File: config.mk
export PLATFORM = sky130hd
export DESIGN_NAME = sync_fifo
export DESIGN_NICKNAME = d
export VERILOG_FILES = /design/src/rtl/sync_fifo.sv
export SDC_FILE = /design/constraint.sdc
export NUM_CORES = 1
export LEC_CHECK = 0
export ABC_CLOCK_PERIOD_IN_PS = 7100
export CAP_MARGIN = 5
export CORE_ASPECT_RATIO = 0.75
export CORE_MARGIN = 5
export CORE_UTILIZATION = 50
export CTS_CLUSTER_DIAMETER = 60
export DETAILED_ROUTE_END_ITERATION = 12
export PLACE_DENSITY_LB_ADDON = 0.25
export SYNTH_ARGS = -nofsm -noshare
export SYNTH_HDL_FRONTEND = slang
export SYNTH_SLANG_ARGS = --single-unit
File: constraint.sdc
create_clock -name clk -period 7.1 [get_ports clk]
set_input_delay 2.13 -clock clk [delete_from_list [all_inputs] [get_ports clk]]
set_output_delay 2.13 -clock clk [all_outputs]
set_load 0.005 [all_outputs]
File: src/rtl/sync_fifo.sv
// Parametrised synchronous FIFO with occupancy count, threshold flags and sticky
// overflow/underflow errors. FWFT selects a registered read or a fall-through head word.
module sync_fifo #(
  parameter int DEPTH   = 64,
  parameter int W_WIDTH = 8,
  parameter int AF_LVL  = DEPTH - 4,
  parameter int AE_LVL  = 4,
  parameter bit FWFT    = 1'b0
) (
  input  logic                     clk,
  input  logic                     rst,
  input  logic                     wr_en,
  input  logic [W_WIDTH-1:0]       wr_data,
  input  logic                     rd_en,
  output logic [W_WIDTH-1:0]       rd_data,
  output logic                     rd_valid,
  output logic                     full,
  output logic                     empty,
  output logic                     almost_full,
  output logic                     almost_empty,
  output logic [$clog2(DEPTH):0]   count,
  output logic                     overflow,
  output logic                     underflow,
  input  logic                     clr_err
);

  localparam int ADDR_W = $clog2(DEPTH);
  localparam int CNT_W  = ADDR_W + 1;
  localparam logic [CNT_W-1:0] FULL_CNT = CNT_W'(DEPTH);
  localparam logic [CNT_W-1:0] AF_CNT   = CNT_W'(AF_LVL);
  localparam logic [CNT_W-1:0] AE_CNT   = CNT_W'(AE_LVL);

  logic [W_WIDTH-1:0] mem [DEPTH];

  logic [ADDR_W-1:0] wr_ptr_q, wr_ptr_d;
  logic [ADDR_W-1:0] rd_ptr_q, rd_ptr_d;
  logic [CNT_W-1:0]  count_q, count_d;
  logic              overflow_q, overflow_d;
  logic              underflow_q, underflow_d;
  logic              wr_acc, rd_acc;

  // Every status flag comes from the registered count, never from pointer comparison.
  assign full         = (count_q == FULL_CNT);
  assign empty        = (count_q == '0);
  assign almost_full  = (count_q >= AF_CNT);
  assign almost_empty = (count_q <= AE_CNT);
  assign count        = count_q;
  assign overflow     = overflow_q;
  assign underflow    = underflow_q;

  always_comb begin
    wr_acc      = wr_en & ~full;
    rd_acc      = rd_en & ~empty;
    wr_ptr_d    = wr_ptr_q;
    rd_ptr_d    = rd_ptr_q;
    count_d     = count_q;
    if (wr_acc) wr_ptr_d = wr_ptr_q + ADDR_W'(1);
    if (rd_acc) rd_ptr_d = rd_ptr_q + ADDR_W'(1);
    case ({wr_acc, rd_acc})
      2'b10:   count_d = count_q + CNT_W'(1);
      2'b01:   count_d = count_q - CNT_W'(1);
      default: count_d = count_q;
    endcase
    // A new error in the same cycle as clr_err keeps the flag set.
    overflow_d  = (overflow_q  & ~clr_err) | (wr_en & full);
    underflow_d = (underflow_q & ~clr_err) | (rd_en & empty);
  end

  // NOTE: state registers use non-blocking assignments so every flop samples pre-edge values.
  always_ff @(posedge clk) begin
    if (rst) begin
      wr_ptr_q    <= '0;
      rd_ptr_q    <= '0;
      count_q     <= '0;
      overflow_q  <= 1'b0;
      underflow_q <= 1'b0;
    end else begin
      wr_ptr_q    <= wr_ptr_d;
      rd_ptr_q    <= rd_ptr_d;
      count_q     <= count_d;
      overflow_q  <= overflow_d;
      underflow_q <= underflow_d;
    end
  end

  // NOTE: the storage array has no reset; stale words are unreachable once pointers reset.
  always_ff @(posedge clk) begin
    if (wr_acc) mem[wr_ptr_q] <= wr_data;
  end

  generate
    if (FWFT) begin : g_fwft
      assign rd_data  = empty ? '0 : mem[rd_ptr_q];
      assign rd_valid = ~empty;
    end else begin : g_std
      logic [W_WIDTH-1:0] rd_data_q, rd_data_d;
      logic               rd_valid_q, rd_valid_d;

      always_comb begin
        rd_data_d  = rd_data_q;
        rd_valid_d = rd_acc;
        if (rd_acc) rd_data_d = mem[rd_ptr_q];
      end

      always_ff @(posedge clk) begin
        if (rst) begin
          rd_data_q  <= '0;
          rd_valid_q <= 1'b0;
        end else begin
          rd_data_q  <= rd_data_d;
          rd_valid_q <= rd_valid_d;
        end
      end

      assign rd_data  = rd_data_q;
      assign rd_valid = rd_valid_q;
    end
  endgenerate

endmodule

==> impl_metrics.json <==
{
  "netlist_instances": 1164,
  "skew_ns": 0.0139,
  "fillCellCount": 3267,
  "core_um2": 42100,
  "n_antenna_cell": 0,
  "ys_seq_area_share_pct": 74.8,
  "hpwl_um": 28700,
  "cts_buffer_depth": 3,
  "drt-initial-drc-count": 1082,
  "io_buffers": 34,
  "synthesis.area_um2": 21400,
  "synthTopCellsByArea": "edfxtp_1 72%, mux4_2 7.6%, mux2i_1 5.7%, dfxtp_1 2.8%, nor2_1 1.7%",
  "cts_resized": 0,
  "leakagePower_nw": 7.26,
  "final_max_slew_viol_count": 0,
  "grt_antenna_before_repair": 1,
  "row_count": 65,
  "wl_met2_um": 21000,
  "wirelength_um": 48700,
  "yosysTopAreaCell": "edfxtp_1",
  "ys.flop_type": "edfxtp_1",
  "start_util_pct": 50.7,
  "vdd_drop_max_mv": 0.182,
  "setup_viol": 0,
  "end_kind": "flop",
  "path_clk_slew_ns": 0.06,
  "hold_buffers": 0,
  "multi_input_area_um2": 4980,
  "clock-sinks": 542,
  "grt_pass1_wl_um": 72800,
  "viasPerCell": 6.03,
  "hold_path_class": "reg -> reg",
  "period_needed_ns": 4.90,
  "gp_congestion": 0.854,
  "grt_pass1_vias": 11000,
  "area_growth_pct": 10.9,
  "yosysWarnings": 0,
  "startpoint": "wr_en",
  "timing.setup.critical_path_class": "in -> reg",
  "die_area_um2": 47000,
  "drc": 0,
  "powerDensity_nw_per_um2": 314,
  "grt_start_max_net_pins": 99,
  "rsz0062_at_grt": "no",
  "die_w_um": 249,
  "fin_nets": 1225,
  "routed-wl-met3_um": 4950,
  "cts_made_buffers": 51,
  "io_pins": 35,
  "via_count": 10900,
  "cts-htree-levels": 2,
  "cts_setup_buffers": 0,
  "setup_tns_ns": 0,
  "period_share_pct": 69.0,
  "top_layer_used": "met4",
  "hold_ws_ns": 0.544,
  "r2r_slack_ns": 3.42,
  "async_flop_share_pct": 0,
  "fmax_mhz": 204,
  "wl_per_cell_um": 26.9,
  "yosys.area.top_type_share_pct": 71.9,
  "maxSlewHeadroom_pct": 14.9,
  "ff_latch_area_um2": 16000,
  "cts_tree": "done",
  "grt_overflow": 0,
  "worstPathRequired_ns": 7.28,
  "ys_ff_latch": 542,
  "rr_startpoint": "rd_ptr_q[3]",
  "syn_avg_cell_area_um2": 18.4,
  "tightest_slew_ns": 1.27,
  "synth_nets": 1186,
  "status": "finished clean",
  "clock-root-buffer": "clkbuf_16",
  "crit_fanout": 9,
  "start_kind": "input port",
  "ant_nets": 0,
  "die_height_um": 189,
  "synth_edf_count": 512,
  "maxCapViolCount": 0,
  "post_route_cells_drive_above_1_share_pct": 15.0,
  "clkLatencyLatePin_ns": 0.57,
  "min-delay-start": "rd_data[1]",
  "hold_viol": 0,
  "groute.usage.overall_pct": 20.6,
  "first_pass_iters": 5,
  "arrival_ns": 5.08,
  "synth.distinct_cells": 58,
  "wl_met1_um": 21800
}
==> through the flow <==
step / cell area [um^2] / util (%) / setup slack, ns / instances / total power, W
finish: 23700 / 56.3 / 2.20 / 1812 / 0.00744
floorplan: 21400 / - / 2.55 / 1164 / 0.00453
global placement: 22100 / 52.6 / 1.78 / 1719 / 0.00493
detailed placement: 22100 / 52.6 / 1.67 / 1719 / 0.00494
CTS: 23700 / 56.3 / 2.23 / 1812 / 0.00749
global route: 23700 / 56.3 / 1.89 / 1812 / 0.00773
==> cell usage after synthesis (9+ instances only) <==
cell type	number
buf_4	10
nand3_1	11
a22oi_1	20
a21oi_1	23
buf_2	16
edfxtp_1	512
mux2i_1	122
nor2_1	95
nor3_1	14
nand2_1	24
o22ai_1	51
clkbuf_1	19
or3_1	9
mux4_2	72
buf_6	10
dfxtp_1	30
==> report_power, final <==
group	internal, W	switching (W)
logic	0.000555	0.000611
clock network	0.00144	0.00112
registers	0.00357	0.000140
==> cells in the final DEF, fill, tap and decap left out, types with 3 or more instances in the layout <==
| cell | instances |
|---|---|
| a22o_1 | 6 |
| a221o_1 | 3 |
| buf_2 | 8 |
| mux4_2 | 72 |
| edfxtp_1 | 512 |
| nor2_1 | 95 |
| nor3_1 | 14 |
| nor4_1 | 5 |
| buf_4 | 15 |
| mux2_2 | 6 |
| nand4_1 | 5 |
| mux2i_1 | 122 |
| xnor2_1 | 3 |
| inv_1 | 6 |
| o21ai_0 | 5 |
| clkinv_1 | 13 |
| a22oi_1 | 20 |
| dfxtp_4 | 3 |
| o22ai_1 | 51 |
| clkbuf_16 | 53 |
| or3_1 | 9 |
| dfxtp_1 | 27 |
| a21o_1 | 3 |
| xor2_1 | 8 |
| clkbuf_1 | 12 |
| clkdlybuf4s50_1 | 26 |
| nor2b_1 | 7 |
| nand3_1 | 11 |
| o221ai_1 | 8 |
| a21oi_1 | 23 |
| ha_1 | 8 |
| nand2_1 | 24 |
| nand3b_1 | 6 |
| clkinv_2 | 8 |
| a211oi_1 | 3 |
==> logic make-up after synthesis <==
kind of cell	share of synthesized area, %
flops	74.8
mux	13.7
simple gates	4.37
compound gates	4.25
buf+inv	1.94
xor+xnor	0.451
fa+ha+maj	0.562
==> final cells by class <==
| class | instances | share of cell area [%] |
|---|---|---|
| Clock buffer | 65 | 5.78 |
| Tap cell | 569 | 3.00 |
| Inverter | 8 | 0.127 |
| Sequential cell | 542 | 67.4 |
| Timing Repair Buffer | 50 | 1.83 |
| Multi-Input combinational cell | 550 | 21.0 |
| Clock inverter | 28 | 0.813 |
==> final timing paths <==
check                to  depth (start not counted)
max          mem[33][0]                          7
min          rd_data[1]                          1
max reg2reg  rd_data[1]                          6
min reg2reg  rd_data[1]                          1
==> critical path, cell delays in order <==
cell and delay (ns):
clkdlybuf4s50_1 0.49, inv_1 0.05, a31oi_2 0.42, inv_2 0.10
nor2_1 0.21, nand3b_1 0.76, nor2_1 0.90
==> routing by layer <==
layer | up-vias | global-route usage [%]
li1 | 4783 | -
met1 | 5636 | 31.3
met2 | 439 | 29.4
met3 | 67 | 6.70
met4 | 0 | 4.69
met5 | - | 0
==> flip-flops by register name, summed over array words and instances (netlist names) <==
name,flops
underflow,1
wr_ptr_q,6
overflow,1
rd_data,8
count,7
mem,512
rd_ptr_q,6
rd_valid,1
(Power assumes the default switching activity.)
